`config.mk`:
```
export PLATFORM = sky130hd
export DESIGN_NAME = fpga_robots_game_alert
export DESIGN_NICKNAME = d
export VERILOG_FILES = /design/src/rtl/fpga_robots_game_alert_pkg.sv /design/src/rtl/fpga_robots_game_alert_tone.sv /design/src/rtl/fpga_robots_game_alert.sv
export SDC_FILE = /design/constraint.sdc
export NUM_CORES = 1
export LEC_CHECK = 0
export ABC_AREA = 1
export BUFFER_PORTS_ARGS = -buffer_cell sky130_fd_sc_hd__buf_2
export CORE_MARGIN = 2
export CORE_UTILIZATION = 50
export DETAILED_ROUTE_END_ITERATION = 12
export HOLD_SLACK_MARGIN = 0.05
export PLACE_DENSITY_LB_ADDON = 0.2
export SYNTH_ARGS = -nofsm -noshare
export SYNTH_HDL_FRONTEND = slang
export SYNTH_SLANG_ARGS = --single-unit
```
`constraint.sdc`:
```
create_clock -name clk -period 4.8 [get_ports clk]
set_clock_uncertainty 0.2 [all_clocks]
set_input_delay 0.96 -clock clk [delete_from_list [all_inputs] [get_ports clk]]
set_output_delay 0.96 -clock clk [all_outputs]
set_load 0.02 [all_outputs]
```
`src/rtl/fpga_robots_game_alert_pkg.sv`:
```
// Shared definitions for the multi-channel game alert block: controller
// state encoding and the default per-channel alert settings.
package fpga_robots_game_alert_pkg;

    typedef enum logic [1:0] {
        ST_IDLE = 2'd0,
        ST_PLAY = 2'd1,
        ST_GAP  = 2'd2
    } alert_state_t;

    // Default alert settings (durations in video frames)
    localparam int         DUR_SHORT_BEEP = 15;
    localparam int         DUR_LONG_BEEP  = 45;
    localparam logic [7:0] PAT_DEFAULT    = 8'hFF;

endpackage

```
`src/rtl/fpga_robots_game_alert_tone.sv`:
```
// Tick-driven square-wave generator for the alert audio. The half-period is
// div+1 ticks; restart clears the phase so every alert begins identically.
module fpga_robots_game_alert_tone #(
    parameter int TONEW = 8
) (
    input  logic             clk,
    input  logic             rst,
    input  logic             restart,
    input  logic             tick,
    input  logic [TONEW-1:0] div,
    output logic             sq
);

    logic [TONEW-1:0] cnt;

    // Count ticks; on reaching div, wrap to zero and flip the square wave
    always_ff @(posedge clk) begin
        if (rst || restart) begin
            cnt <= '0;
            sq  <= 1'b0;
        end else if (tick) begin
            if (cnt == div) begin
                cnt <= '0;
                sq  <= ~sq;
            end else begin
                cnt <= cnt + TONEW'(1);
            end
        end
    end

endmodule

```
`src/rtl/fpga_robots_game_alert.sv`:
```
// Multi-channel alert controller: fixed-priority arbitration of alert
// requests, frame-paced blink cadence and a tick-paced square-wave tone.
module fpga_robots_game_alert
    import fpga_robots_game_alert_pkg::*;
#(
    parameter int NCHAN = 4,
    parameter int DURW  = 6,
    parameter int PATW  = 8,
    parameter int TONEW = 8,
    parameter int CHW   = 2
) (
    input  logic                   clk,
    input  logic                   rst,
    input  logic                   frame,
    input  logic                   tick,
    input  logic [NCHAN-1:0]       req,
    input  logic [NCHAN*DURW-1:0]  cfg_dur,
    input  logic [NCHAN*PATW-1:0]  cfg_pat,
    input  logic [NCHAN*TONEW-1:0] cfg_div,
    output logic                   attention,
    output logic                   audio,
    output logic                   busy,
    output logic [CHW-1:0]         active_chan,
    output logic                   done,
    output logic [CHW-1:0]         done_chan
);

    // Index of the lowest set bit (channel 0 has the highest priority)
    function automatic logic [CHW-1:0] lowest_set(input logic [NCHAN-1:0] v);
        logic [CHW-1:0] idx;
        idx = '0;
        for (int i = NCHAN - 1; i >= 0; i--) begin
            if (v[i]) idx = CHW'(i);
        end
        return idx;
    endfunction

    alert_state_t     state;
    logic [NCHAN-1:0] pending;
    logic [CHW-1:0]   chan_reg;
    logic [DURW-1:0]  dur_ctr;
    logic [PATW-1:0]  pat_reg;
    logic [TONEW-1:0] div_reg;
    logic             tone_sq;

    logic [NCHAN-1:0] dur_zero, eff_req, discard, lower_mask, preempt;
    logic [NCHAN-1:0] idle_cand, set_mask, pend_next;
    logic             start, retrig, load, step, fin;
    logic [CHW-1:0]   start_chan, sel_chan;
    logic [DURW-1:0]  sel_dur;
    logic [PATW-1:0]  sel_pat;
    logic [TONEW-1:0] sel_div;

    // Request qualification, arbitration and next pending set
    always_comb begin
        for (int i = 0; i < NCHAN; i++) begin
            dur_zero[i]   = (cfg_dur[i*DURW +: DURW] == '0);
            lower_mask[i] = (CHW'(i) < chan_reg);
        end
        // A zero-duration request is dropped outright and cancels any pending one
        eff_req   = req & ~dur_zero;
        discard   = req & dur_zero;
        preempt   = (state != ST_IDLE) ? (eff_req & lower_mask) : '0;
        idle_cand = (state == ST_IDLE) ? (pending & ~discard) : '0;
        start      = (|preempt) || (|idle_cand);
        start_chan = (|preempt) ? lowest_set(preempt) : lowest_set(idle_cand);
        retrig     = (state == ST_PLAY) && !start && eff_req[chan_reg];
        // While playing, a request for the current channel is a re-trigger
        // (or, when preempted in the same cycle, is lost with the aborted alert)
        set_mask = eff_req;
        if (state == ST_PLAY) set_mask[chan_reg] = 1'b0;
        pend_next = (pending | set_mask) & ~discard;
        if (start) pend_next[start_chan] = 1'b0;
        sel_chan = start ? start_chan : chan_reg;
        sel_dur  = cfg_dur[sel_chan*DURW +: DURW];
        sel_pat  = cfg_pat[sel_chan*PATW +: PATW];
        sel_div  = cfg_div[sel_chan*TONEW +: TONEW];
        load = start || retrig;
        step = (state == ST_PLAY) && frame && !load;
        fin  = step && (dur_ctr <= DURW'(1));
    end

    // Controller state, pending requests and registered outputs
    always_ff @(posedge clk) begin
        if (rst) begin
            state     <= ST_IDLE;
            pending   <= '0;
            chan_reg  <= '0;
            done      <= 1'b0;
            done_chan <= '0;
            attention <= 1'b0;
            audio     <= 1'b0;
        end else begin
            pending   <= pend_next;
            done      <= 1'b0;
            attention <= (state == ST_PLAY) && pat_reg[0];
            audio     <= tone_sq && attention && (div_reg != '0);
            if (start) begin
                state    <= ST_PLAY;
                chan_reg <= start_chan;
            end else if (fin) begin
                done      <= 1'b1;
                done_chan <= chan_reg;
                state     <= (|pend_next) ? ST_GAP : ST_IDLE;
            end else if (state == ST_GAP && frame) begin
                state <= ST_IDLE;
            end
        end
    end

    // Per-alert datapath: duration countdown, cadence rotation, tone divider
    always_ff @(posedge clk) begin
        if (load) begin
            dur_ctr <= sel_dur;
            pat_reg <= sel_pat;
        end else if (step) begin
            dur_ctr <= (dur_ctr <= DURW'(1)) ? '0 : dur_ctr - DURW'(1);
            pat_reg <= {pat_reg[0], pat_reg[PATW-1:1]};
        end
        if (start) div_reg <= sel_div;
    end

    assign busy        = (state != ST_IDLE);
    assign active_chan = chan_reg;

    fpga_robots_game_alert_tone #(
        .TONEW(TONEW)
    ) u_tone (
        .clk    (clk),
        .rst    (rst),
        .restart(start),
        .tick   (tick),
        .div    (div_reg),
        .sq     (tone_sq)
    );

endmodule

```
==> results.tsv <==
metric	value	unit
status	completed	
tightest_slew	0.6442	ns
tns	0	ns
die_h	85.24	um
min_period	3.546	ns
start_kind	primary input	
rows	29	
clock-sinks	44	
postCtsSetupRepairBufs	0	
synth-edff-count	22	
max_clock_freq	0.2820	GHz
postLayoutCoreUtil	60.59	%
powerDensity	552.1	mW/mm^2
drcViolationCount	0	
crit_type	primary input to flip-flop	
yosysSeqAreaShare	33.37	%
syn_to_final_growth	16.61	%
finalCritPeriodShare	73.87	%
worstHoldPathType	flip-flop to flip-flop	
final_cell_area	0.003847	sq mm
port_buffers	103	
yosys.area.top_type	edfxtp_1	
synth_cell_types	40	
wl	9.281	mm
cts_resized	0	
hold_buffers	0	
path_depth	13	
crit_end	pat_reg[1]	
holdWs	0.2951	ns
timing.rr.start	active_chan[0]	
syn_nets	585	
cts_tree	built	
grt.overflow.total	0	
final_antenna_net_count	0	
synth.top_cell.area_share	20.02	%
end_kind	flip-flop	
reg2regPathDepth	10	
grt_pass1_vias	3283	
r2r-end	div_reg[2]	
cts_root_buf	clkbuf_8	
crit_family	simple AND/OR/NAND/NOR gates	
vias_per_cell	5.519	
wl_per_cell	14.13	um
die-width	85.24	um
synth_area_leaders	edfxtp_1, dfxtp_1, nand2_1	
finalHoldViolations	0	
irDropWorstVdd	0.0003727	V
ios	104	
clock_path_buffers	2	
cpMaxStageDelayCell	nand2_2	
cpMostUsedCell	nand3_1	
syn_inst	486	
ys_ff_latch	44	
path_max_fanout	30	
grt_setup_unrepaired	no	
cp.arrival	3.40	ns
dieArea	0.007265	sq mm
track_usage	25.97	%
syn_area_per_cell	6.789	sq um
placed_cell_area	0.003762	sq mm
ys.flop_type	edfxtp_1	
nNetsFinal	678	
path_cells	buf_2 > nor2_1 > nand3_1 > nand3_2 > nand3_1 > nor2_2 > nand3_1 > nand2_2 > clkinv_2 > nand3_1 > nand2_1 > nand2_1 > nand2_1	
synth.cell_area	0.003299	sq mm
critPathLaunch	cfg_dur[9]	
vias	3626	
grt_max_degree	53	
max_cap_violations	0	
power.leakage	1.944	nW
yosysWarnings	0	
place_hpwl	7.093	mm
drt_iter0_drc	309	
cts.clk_slew.worst_paths	0.09	ns
routabilityCongestion	1.024	
postSynth.asyncResetShare	0	%
dr.pass1.iters	5	
core-area	0.006350	sq mm
drive_gt1_share	25.00	%
required	4.66	ns
antenna_found_initial	0	
finalSetupViolCount	0	
slew_violations	0	
initial_core_util	51.96	%
n_antenna_cell	0	
htreeDepth	2	
r2r_slack	1.68	ns
numCtsBuffers	5	
slowest_delay	0.49	ns
grt_pass1_wl	14.97	mm
p_total	2.124	mW
max_slew_margin	56.80	%
clk_latency	0.29	ns
path_buf_inv	2	
## metrics by stage
stage,worst slack (ns),instances
floorplan,1.860,486
global placement,1.055,649
detailed placement,1.033,649
CTS,1.330,657
global route,1.052,657
finish,1.254,657
## placed cells by master (no fill, tap or decap), types with 2 or more instances in the layout
cell      Yosys  layout
edfxtp_1     22      22
nor3_1        6       6
a21oi_2       6       6
o21ai_0      16      16
xor2_1        4       4
ha_1          3       3
inv_2         3       3
nor4_1        2       2
dfxtp_1      22      22
buf_2         6     103
o21ai_1      14      14
nand2_2       4       4
clkbuf_8      1       5
a211oi_1      2       2
nand3_1      69      69
nand3b_1      2       2
nand4_1      23      23
nor2_1       56      56
a21oi_1       9       9
nand3_2       3       3
xnor2_1       2       2
nor2_2        3       3
or2_2         6       6
nand2_1     111     111
inv_1        63      63
clkinv_2      1       2
nor2_4        4       4
nor3b_1       3       3
o211ai_1      2       2
## layer usage
layer / global-route usage, % / vias to the layer above / share of wire [%]
met5: 0 / - / 0
met2: 39.77 / 167 / 46
met1: 37.09 / 1654 / 44
li1: - / 1784 / -
met4: 8.225 / 0 / 2.5
met3: 5.058 / 21 / 7.5
## area by class of cell
| class | count | area (sq um) |
|---|---|---|
| clock buffers | 6 | 72.57 |
| clock inverters | 2 | 12.51 |
| fillers | 608 | 2502 |
| inverters | 68 | 256.5 |
| multi-input cells | 356 | 1785 |
| flip-flops and latches | 44 | 1101 |
| well taps | 77 | 96.34 |
| repair buffers | 104 | 523.0 |
## synthesized netlist by cell type (4+ instances only)
master / n
a21oi_2: 6
nand2_2: 4
buf_2: 6
dfxtp_1: 22
nand2_1: 111
nand3_1: 69
inv_1: 63
nor2_1: 56
a21oi_1: 9
nor2_4: 4
o21ai_0: 16
nand4_1: 23
o21ai_1: 14
xor2_1: 4
or2_2: 6
edfxtp_1: 22
buf_6: 5
nor3_1: 6
## tightest hold or removal path: stages (launching register included)
cell and delay [ns]:
dfxtp_1 0.34, nand2_1 0.07, a21oi_1 0.05
## cell families (layout without fill, tap and decap cells)
| group | count (synthesis) | in the layout | synth area share (%) |
|---|---|---|---|
| AOI/OAI and AO/OA | 53 | 53 | 9.480 |
| adders and majority gates | 3 | 3 | 1.138 |
| buffers and inverters | 86 | 180 | 12.51 |
| and+or+nand+nor | 294 | 294 | 41.90 |
| xor gates and xnor gates | 6 | 6 | 1.593 |
| DFF | 44 | 44 | 33.37 |
## worst min path at each step
stage	start	cells after the start	endpoint
2_1_floorplan	u_tone.sq	2	audio
3_3_place_gp	u_tone.cnt[0]	2	u_tone.cnt[0]
3_5_place_dp	u_tone.cnt[0]	2	u_tone.cnt[0]
4_1_cts	u_tone.cnt[0]	2	u_tone.cnt[0]
5_1_grt	u_tone.cnt[0]	2	u_tone.cnt[0]
6_report	u_tone.cnt[0]	2	u_tone.cnt[0]
## power breakdown
group          internal, mW  switching, mW
clock network         0.102          0.128
registers             0.609         0.0902
logic                 0.376          0.820
Power figures use the tool's default switching activity.
